## src/rtl/sdhci_pkg.sv

```systemverilog
// Shared types and constants for the SDHCI command arbiter.
package sdhci_pkg;

  localparam int unsigned CMD_IDX_W    = 6;
  localparam int unsigned CMD_ARG_W    = 32;
  localparam int unsigned RESP_TYPE_W  = 2;
  localparam int unsigned DRV_ERR_W    = 4;
  localparam int unsigned ACMD12_ERR_W = 8;

  // Command as presented to the command-line transmitter
  typedef struct packed {
    logic [CMD_IDX_W-1:0]   index;
    logic [CMD_ARG_W-1:0]   arg;
    logic [RESP_TYPE_W-1:0] resp_type;
    logic                   crc_chk;
    logic                   idx_chk;
  } cmd_t;

  // Response error flags, valid with rsp_done
  typedef struct packed {
    logic timeout;
    logic crc;
    logic end_bit;
    logic index;
  } rsp_err_t;

  typedef enum logic [2:0] {
    IDLE,
    ISSUE_ACM,
    WAIT_ACM,
    ISSUE_DRV,
    WAIT_DRV
  } arb_state_e;

  // Auto CMD12 Error Status bit positions
  localparam int unsigned ACMD12_ERR_NOT_EXEC   = 0;
  localparam int unsigned ACMD12_ERR_TIMEOUT    = 1;
  localparam int unsigned ACMD12_ERR_CRC        = 2;
  localparam int unsigned ACMD12_ERR_END_BIT    = 3;
  localparam int unsigned ACMD12_ERR_INDEX      = 4;
  localparam int unsigned ACMD12_ERR_NOT_ISSUED = 7;

  // Error Interrupt Status [3:0] bit positions
  localparam int unsigned ERR_INT_TIMEOUT = 0;
  localparam int unsigned ERR_INT_CRC     = 1;
  localparam int unsigned ERR_INT_END_BIT = 2;
  localparam int unsigned ERR_INT_INDEX   = 3;

  // Map response errors onto Error Interrupt Status bits
  function automatic logic [DRV_ERR_W-1:0] map_drv_err(input rsp_err_t e);
    logic [DRV_ERR_W-1:0] r;
    r                  = '0;
    r[ERR_INT_TIMEOUT] = e.timeout;
    r[ERR_INT_CRC]     = e.crc;
    r[ERR_INT_END_BIT] = e.end_bit;
    r[ERR_INT_INDEX]   = e.index;
    return r;
  endfunction

  // Map response errors onto Auto CMD12 Error Status bits
  function automatic logic [ACMD12_ERR_W-1:0] map_acm_err(input rsp_err_t e);
    logic [ACMD12_ERR_W-1:0] r;
    r                     = '0;
    r[ACMD12_ERR_TIMEOUT] = e.timeout;
    r[ACMD12_ERR_CRC]     = e.crc;
    r[ACMD12_ERR_END_BIT] = e.end_bit;
    r[ACMD12_ERR_INDEX]   = e.index;
    return r;
  endfunction

endpackage

```

## src/rtl/sdhci_cmd_arbiter.sv

```systemverilog
// Arbitrates driver commands against Auto CMD12 and routes response errors.
// Optional: define SDHCI_ACMD12_RETRY_EN to retry one crc/end-bit-only
// Auto CMD12 failure before reporting it.
module sdhci_cmd_arbiter
  import sdhci_pkg::*;
#(
  parameter logic [CMD_IDX_W-1:0]   Acmd12Index    = 6'd12,
  parameter logic [RESP_TYPE_W-1:0] Acmd12RespType = 2'b11
) (
  input  logic                    clk_i,
  input  logic                    rst_ni,
  input  logic                    drv_req_i,
  input  cmd_t                    drv_cmd_i,
  input  logic                    acmd12_req_i,
  output logic                    cmd_valid_o,
  input  logic                    cmd_ready_i,
  output cmd_t                    cmd_o,
  input  logic                    rsp_done_i,
  input  rsp_err_t                rsp_err_i,
  output logic                    cmd_inhibit_o,
  output logic                    drv_done_o,
  output logic [DRV_ERR_W-1:0]    drv_err_o,
  output logic                    acmd12_done_o,
  output logic [ACMD12_ERR_W-1:0] acmd12_err_o,
  output logic                    acmd12_err_int_o
);

  arb_state_e              state_q, state_d;
  logic                    drv_pend_q, drv_pend_d;
  logic                    acm_pend_q, acm_pend_d;
  cmd_t                    drv_cmd_q, drv_cmd_d;
  cmd_t                    cmd_d;
  logic                    cmd_valid_d;
  logic                    inhibit_d;
  logic                    drv_done_d;
  logic [DRV_ERR_W-1:0]    drv_err_d;
  logic                    acm_done_d;
  logic [ACMD12_ERR_W-1:0] acm_err_d;
  logic                    rsp_any_err;
  logic                    acm_retry;
  cmd_t                    acm_cmd;
`ifdef SDHCI_ACMD12_RETRY_EN
  logic                    retry_q, retry_d;
`endif

  assign rsp_any_err = rsp_err_i.timeout | rsp_err_i.crc | rsp_err_i.end_bit | rsp_err_i.index;

  // Fixed Auto CMD12 command word
  always_comb begin
    acm_cmd           = '0;
    acm_cmd.index     = Acmd12Index;
    acm_cmd.arg       = '0;
    acm_cmd.resp_type = Acmd12RespType;
    acm_cmd.crc_chk   = 1'b1;
    acm_cmd.idx_chk   = 1'b1;
  end

  // A crc/end-bit-only Auto CMD12 failure may be retried once
  always_comb begin
`ifdef SDHCI_ACMD12_RETRY_EN
    acm_retry = !retry_q && !rsp_err_i.timeout && !rsp_err_i.index &&
                (rsp_err_i.crc || rsp_err_i.end_bit);
`else
    acm_retry = 1'b0;
`endif
  end

  // Next state, request latching and response routing
  always_comb begin
    state_d     = state_q;
    drv_pend_d  = drv_pend_q;
    acm_pend_d  = acm_pend_q;
    drv_cmd_d   = drv_cmd_q;
    cmd_d       = cmd_o;
    drv_done_d  = 1'b0;
    drv_err_d   = '0;
    acm_done_d  = 1'b0;
    acm_err_d   = '0;
`ifdef SDHCI_ACMD12_RETRY_EN
    retry_d     = retry_q;
`endif

    if (drv_req_i && !drv_pend_q) begin
      drv_pend_d = 1'b1;
      drv_cmd_d  = drv_cmd_i;
    end
    if (acmd12_req_i && !acm_pend_q) begin
      acm_pend_d = 1'b1;
`ifdef SDHCI_ACMD12_RETRY_EN
      retry_d    = 1'b0;
`endif
    end

    unique case (state_q)
      IDLE: begin
        if (acm_pend_q) begin
          state_d = ISSUE_ACM;
          cmd_d   = acm_cmd;
        end else if (drv_pend_q) begin
          state_d = ISSUE_DRV;
          cmd_d   = drv_cmd_q;
        end
      end
      ISSUE_ACM: begin
        if (cmd_ready_i) begin
          if (acm_pend_q) acm_pend_d = 1'b0;
          state_d = WAIT_ACM;
        end
      end
      WAIT_ACM: begin
        if (rsp_done_i) begin
          if (!rsp_any_err) begin
            acm_done_d = 1'b1;
            state_d    = IDLE;
          end else if (acm_retry) begin
`ifdef SDHCI_ACMD12_RETRY_EN
            retry_d    = 1'b1;
`endif
            state_d    = ISSUE_ACM;
          end else begin
            acm_err_d = map_acm_err(rsp_err_i);
            if (drv_pend_q) begin
              acm_err_d[ACMD12_ERR_NOT_ISSUED] = 1'b1;
              drv_pend_d                       = 1'b0;
            end
            state_d = IDLE;
          end
        end
      end
      ISSUE_DRV: begin
        if (cmd_ready_i) begin
          drv_pend_d = 1'b0;
          state_d    = WAIT_DRV;
        end
      end
      WAIT_DRV: begin
        if (rsp_done_i) begin
          if (!rsp_any_err) begin
            drv_done_d = 1'b1;
          end else begin
            drv_err_d = map_drv_err(rsp_err_i);
            if (acm_pend_q) begin
              acm_err_d[ACMD12_ERR_NOT_EXEC] = 1'b1;
              acm_pend_d                     = 1'b0;
            end
          end
          state_d = IDLE;
        end
      end
      default: state_d = IDLE;
    endcase

    cmd_valid_d = (state_d == ISSUE_ACM) || (state_d == ISSUE_DRV);
    inhibit_d   = drv_pend_d || (state_d == ISSUE_DRV) || (state_d == WAIT_DRV);
  end

  // State, pending flags and registered outputs
  always_ff @(posedge clk_i) begin
    if (!rst_ni) begin
      state_q          <= IDLE;
      drv_pend_q       <= 1'b0;
      acm_pend_q       <= 1'b0;
      drv_cmd_q        <= '0;
      cmd_o            <= '0;
      cmd_valid_o      <= 1'b0;
      cmd_inhibit_o    <= 1'b0;
      drv_done_o       <= 1'b0;
      drv_err_o        <= '0;
      acmd12_done_o    <= 1'b0;
      acmd12_err_o     <= '0;
      acmd12_err_int_o <= 1'b0;
`ifdef SDHCI_ACMD12_RETRY_EN
      retry_q          <= 1'b0;
`endif
    end else begin
      state_q          <= state_d;
      drv_pend_q       <= drv_pend_d;
      acm_pend_q       <= acm_pend_d;
      drv_cmd_q        <= drv_cmd_d;
      cmd_o            <= cmd_d;
      cmd_valid_o      <= cmd_valid_d;
      cmd_inhibit_o    <= inhibit_d;
      drv_done_o       <= drv_done_d;
      drv_err_o        <= drv_err_d;
      acmd12_done_o    <= acm_done_d;
      acmd12_err_o     <= acm_err_d;
      acmd12_err_int_o <= |acm_err_d;
`ifdef SDHCI_ACMD12_RETRY_EN
      retry_q          <= retry_d;
`endif
    end
  end

endmodule

```

## config.mk

```make
export PLATFORM = sky130hd
export DESIGN_NAME = sdhci_cmd_arbiter
export DESIGN_NICKNAME = d
export VERILOG_FILES = /design/src/rtl/sdhci_pkg.sv /design/src/rtl/sdhci_cmd_arbiter.sv
export SDC_FILE = /design/constraint.sdc
export NUM_CORES = 1
export LEC_CHECK = 0
export ABC_AREA = 1
export ABC_CLOCK_PERIOD_IN_PS = 1400
export CAP_MARGIN = 40
export CORE_UTILIZATION = 30
export CTS_BUF_LIST = sky130_fd_sc_hd__clkbuf_8 sky130_fd_sc_hd__clkbuf_16
export DETAILED_ROUTE_END_ITERATION = 12
export GPL_TIMING_DRIVEN = 0
export HOLD_SLACK_MARGIN = 0.03
export PLACE_DENSITY_LB_ADDON = 0.12
export SLEW_MARGIN = 20
export SYNTH_ARGS = -nofsm -noshare
export SYNTH_HDL_FRONTEND = slang
export SYNTH_SLANG_ARGS = --single-unit
```

## constraint.sdc

```tcl
create_clock -name clk_i -period 1.4 [get_ports clk_i]
set_input_delay 0.28 -clock clk_i [delete_from_list [all_inputs] [get_ports clk_i]]
set_output_delay 0.28 -clock clk_i [all_outputs]
set_load 0.01 [all_outputs]
```

==> results of run 1 <==
metrics by stage:
| step | instance area (sq um) | total power (W) | setup TNS, ps | hold WS (ps) |
|---|---|---|---|---|
| detailed placement | 5130 | 0.00462 | -23530 | 453 |
| floorplan | 3850 | 0.00406 | 0 | 415 |
| CTS | 5380 | 0.00720 | 0 | 326 |
| finish | 5400 | 0.00712 | 0 | 312 |
| global route | 5400 | 0.00748 | 0 | 341 |
| global placement | 5130 | 0.00461 | -23340 | 453 |
registers in the layout (all words and copies together), names as in the netlist:
signal,flops
cmd_o,42
drv_cmd_q,42
acmd12_err_o,6
drv_err_o,4
state_q,3
acm_pend_q,1
acmd12_done_o,1
acmd12_err_int_o,1
cmd_inhibit_o,1
cmd_valid_o,1
drv_done_o,1
drv_pend_q,1
critical path, cell delays in order:
cell and delay [ps]:
clkdlybuf4s50_1 480, inv_1 80, nor2_4 190, inv_2 110
buf_2 200, nor2_1 120, nor2_1 50
logic make-up (layout without fill, tap and decap cells):
| group | Yosys count | in the layout |
|---|---|---|
| AOI/OAI and AO/OA | 98 | 98 |
| buffers and inverters | 50 | 172 |
| DFF | 104 | 104 |
| other | 1 | 2 |
| and+or+nand+nor | 218 | 218 |
cells in the mapped netlist, types with 3 or more instances:
cell type	number	area [sq um]
buf_6	6	67.6
a21oi_1	46	230
nor2_1	111	417
nand2_1	59	221
inv_1	13	48.8
o21bai_1	6	45.0
inv_2	3	11.3
dfxtp_1	104	2080
nand3b_1	36	270
o21ai_0	45	225
buf_2	15	75.1
clkbuf_1	9	33.8
nand3_1	5	25.0
nor3_1	3	15.0
final cells by class:
type                            count  share of cell area
Inverter                           16              0.0111
Sequential cell                   104               0.386
Buffer                             34              0.0406
Clock inverter                      6              0.0160
Multi-Input combinational cell    318               0.281
Clock buffer                        9              0.0417
Timing Repair Buffer              107               0.185
Tap cell                          168              0.0390
report_power, final:
group          internal [W]  switching, W  leakage (nW)  total (W)
logic              0.000571      0.000643          1.38    0.00121
clock network       0.00155       0.00107         0.157    0.00262
registers           0.00317      0.000116         0.852    0.00329
total               0.00530       0.00183          2.39    0.00712
how the worst max path moves through the flow:
stage,depth (start not counted),start,slack [ps],to
global route,5,state_q[0],3,cmd_o[12]
detailed placement,6,drv_req_i,-590,drv_cmd_q[7]
CTS,6,acm_pend_q,30,cmd_o[33]
finish,7,drv_req_i,110,drv_cmd_q[28]
floorplan,8,acm_pend_q,300,cmd_o[30]
global placement,6,drv_req_i,-580,drv_cmd_q[9]
routing by layer:
layer  up-vias  routed length, um
li1       1764                  -
met1      1541               4960
met2        93               4400
met3        11                566
met4         0                 97
met5         -                  0
what timing repair did:
item / in CTS / in global routing
setup buffers: 0 / 0
endpoints found under the setup margin: 97 / 50
resized for setup: 60 / 12
==> impl_metrics.yaml, run 1 <==
route:
  ant_nets: 0
  vias: 3409
  wl_um: 10000
  drt_iter0_markers: 181
  drc: 0
  wl_per_cell_um: 13.2
  drt_pass1_iterations: 4
  via_per_inst: 4.47
global_route:
  grt_max_degree: 17
  use_met2: 0.254
  grt_use_total: 0.159
  grt-busiest-layer: "met2"
  antenna_found_initial: 0
  grt_pass1_wl_um: 16300
  grt_pass1_vias: 3319
  gr-usage-met3: 0.0411
  grt_overflow_total: 0
  grtUsageMet1: 0.211
layout:
  multiInputGateArea_sq_um: 1510
  final_layout_size_suffix_gt1_frac: 0.0842
  utilization: 0.440
  final_common_cell: "nor2_1"
  area_delta_synth_final_pct: 40.4
  fin_cells: 762
  antenna_cells: 0
  nNetsFinal: 642
  fillers: 1279
  regArea_sq_um: 2080
  final_cell_mix: "110 x nor2_1, 104 x dfxtp_1, 59 x nand2_1, 57 x dlygate4sd2_1, 50 x clkdlybuf4s50_1"
cts:
  root_buffer: "clkbuf_16"
  cts_hold_buf: 0
  clk_pin_slew_ps: 70
  htree_levels: 3
  cts_sinks: 104
  clock_path_buffers: 2
  cts_made_buffers: 9
  cts_tree: "yes"
  clkLatencyLatePin_ps: 340
flow_run:
  max_cap_violations: 0
die:
  die_w_um: 115
  boundaryPins: 111
  rows: 40
  start_util: 0.314
  core_sq_um: 12300
  die_area_sq_um: 13300
  dieHeight_um: 115
yosys:
  synthArstFlopShare: 0
  synth-xor-area-share: 0
  synth_top_family_by_area: "simple AND/OR/NAND/NOR gates"
  synth_mux_area_frac: 0
  ys_seq_area_frac: 0.541
  synthCells: 471
  avgSynthCellArea_sq_um: 8.16
  ys_ff_latch: 104
  synthAdderAreaFrac: 0
  synth_simple_gate_area_frac: 0.257
  synth_compound_area_frac: 0.132
  synth_edf_count: 0
  ys_types: 23
  synthFlopType: "dfxtp_1"
  synth_warnings: 0
  syn_area_sq_um: 3840
critical_path:
  r2r_cells: 6
  crit_arrival_ps: 1520
  worstSetupEndpointType: "flop"
  required_ps: 1640
  regToRegSetupSlack_ps: 110
  crit_path_max_fanout: 10
  timing.rr.start: "acm_pend_q"
  worstReg2RegEnd: "cmd_o[33]"
  critPathKind: "in -> reg"
  worstSetupStartpointType: "input pin"
sta:
  finalHoldViolCount: 0
  layout_min_cycle_time_ps: 1290
  finalMaxSlewViolations: 0
  max_freq_mhz: 778
  rsz0062_at_grt: "no"
  layout_setup_ws_ps: 115
  period_share: 0.918
  fin_skew_ps: 10.2
  setup_viol: 0
pwr:
  peakVddDrop_v: 0.000695
  powerDensity_nw_per_um2: 1320
  p_leak_nw: 2.39
placement:
  place_inst: 747
  dp_hpwl_um: 7160
  portBuffers: 107
  gp_congestion: 0.769
  post-place-ws_ps: -589
worst_hold_path:
  min_from: "rst_ni"
  hold_depth: 3
  hold_end: "drv_cmd_q[31]"
  hp-class: "in -> reg"
outcome:
  status: "completed"
No activity file was read; power rests on OpenSTA's default activity.
==> inputs of run 2 (changes only) <==
- CORE_UTILIZATION: 30 -> 40
==> run 2 against run 1 <==
Effect of this change:
- cell area is 3.2% lower
- clock power fell by 30%
- worst hold slack lost 8.9 ps
- combinational power is essentially flat
- wire length shrank 7.9%
- critical path type is now reg -> out
- sequential cell count unchanged
==> impl_metrics.yaml, run 2 (synthesis gave the netlist of run 1 again) <==
outcome:
  status: "completed"
route:
  wl_um: 9230
  drc: 0
  wl_per_cell_um: 12.8
  drt_iter0_markers: 106
  ant_nets: 0
  vias: 3442
  drt_pass1_iterations: 4
  via_per_inst: 4.76
critical_path:
  timing.rr.start: "acm_pend_q"
  path_cells: "dlygate4sd2_1"
  worstSetupStartpointType: "flop"
  regToRegSetupSlack_ps: 110
  worstSetupEndpointType: "output pin"
  crit_arrival_ps: 1010
  cp_top_family: "flip-flops"
  max_stage_delay_ps: 380
  critPathKind: "reg -> out"
  worstReg2RegEnd: "cmd_o[22]"
  critical_path.slowest_cell: "dfxtp_1"
  path_buf_inv: 1
  r2r_cells: 6
  crit_path_max_fanout: 2
  required_ps: 1120
worst_hold_path:
  hold_end: "drv_cmd_q[32]"
  hold_depth: 3
  hp-class: "in -> reg"
  min_from: "rst_ni"
sta:
  max_freq_mhz: 778
  rsz0062_at_grt: "no"
  setup_viol: 0
  whs_ps: 303
  period_share: 0.919
  fin_skew_ps: 9.38
  finalHoldViolCount: 0
  finalMaxSlewViolations: 0
  layout_min_cycle_time_ps: 1290
global_route:
  grt_pass1_wl_um: 14900
  grt_overflow_total: 0
  grt_max_degree: 17
  antenna_found_initial: 0
  grt_use_total: 0.188
  grt_pass1_vias: 3189
cts:
  cts_hold_buf: 0
  post_cts_buffers: 0
  clkLatencyLatePin_ps: 360
  htree_levels: 3
  cts_sinks: 104
  cts_tree: "yes"
  root_buffer: "clkbuf_8"
  clk_pin_slew_ps: 90
  clock_path_buffers: 2
  cts_made_buffers: 9
pwr:
  peakVddDrop_v: 0.000593
  pwr-share-seq: 0.521
  clock_power_share: 0.291
  powerDensity_nw_per_um2: 1210
  combPwrFrac: 0.188
  power_switching_w: 0.00170
  intPower_w: 0.00460
  p_leak_nw: 2.32
  sw_frac_of_total: 0.270
die:
  die_w_um: 100
  core_sq_um: 9280
  die_area_sq_um: 10000
  boundaryPins: 111
  start_util: 0.414
  rows: 35
  dieHeight_um: 100
layout:
  final_common_cell: "nor2_1"
  multiInputGateArea_sq_um: 1520
  fillers: 937
  antenna_cells: 0
  nNetsFinal: 642
  largest_registers: "cmd_o (42), drv_cmd_q (42), acmd12_err_o (6)"
  fin_cells: 723
  final_area_sq_um: 5230
  final_cell_mix: "110 x nor2_1, 104 x dfxtp_1, 59 x nand2_1, 57 x dlygate4sd2_1, 50 x clkdlybuf4s50_1"
  final_layout_size_suffix_gt1_frac: 0.0842
  area_delta_synth_final_pct: 35.9
  regArea_sq_um: 2080
placement:
  portBuffers: 107
  placed_area_sq_um: 5080
  gp_congestion: 0.799
  place_inst: 708
  dp_hpwl_um: 6650
flow_run:
  max_cap_violations: 0
## run 2: cell type report
cell class | count | area share
Timing Repair Buffer | 107 | 0.191
Tap cell | 129 | 0.0309
Multi-Input combinational cell | 318 | 0.290
Clock inverter | 5 | 0.0110
Clock buffer | 10 | 0.0263
Sequential cell | 104 | 0.398
Inverter | 16 | 0.0115
Buffer | 34 | 0.0400
## run 2: power by group through the flow
stage / Clock (W) / Combinational, W / Sequential (W)
2_1_floorplan: 0 / 0.000688 / 0.00337
3_3_place_gp: 0 / 0.00124 / 0.00334
3_5_place_dp: 0 / 0.00125 / 0.00335
4_1_cts: 0.00188 / 0.00119 / 0.00328
5_1_grt: 0.00199 / 0.00132 / 0.00331
6_report: 0.00183 / 0.00119 / 0.00328
## run 2: routing by layer
layer  GRT usage  wire length [um]  part of all wire  up-vias
li1            -                 -                 -     1766
met1       0.237              4240              0.46     1585
met2       0.319              4520              0.49       82
met3      0.0411               393             0.043        9
met4      0.0658                71            0.0077        0
met5           0                 0                 0        -
## run 2: per-stage QoR
stage / setup TNS (ps) / power, W / util / setup slack [ps]
finish: 0 / 0.00630 / 0.563 / 114
global placement: -20170 / 0.00458 / 0.547 / -510
global route: 0 / 0.00662 / 0.563 / 9.20
detailed placement: -20140 / 0.00460 / 0.547 / -520
floorplan: 0 / 0.00406 / - / 304
CTS: 0 / 0.00635 / 0.561 / 22.5
## run 2: what timing repair did
action	4_1_cts	5_1_grt
cloned	0	0
resized for setup	60	6
endpoints found under the setup margin	97	51
## run 2: worst max path at each step
| stage | start | cells past startpoint | slack (ps) | end |
|---|---|---|---|---|
| finish | cmd_o[41] | 1 | 110 | cmd_o[41] |
| global route | acm_pend_q | 7 | 9 | cmd_o[41] |
| CTS | drv_req_i | 6 | 20 | drv_cmd_q[17] |
| detailed placement | drv_req_i | 6 | -520 | drv_cmd_q[7] |
| global placement | drv_req_i | 6 | -510 | drv_cmd_q[22] |
| floorplan | acm_pend_q | 8 | 300 | cmd_o[30] |
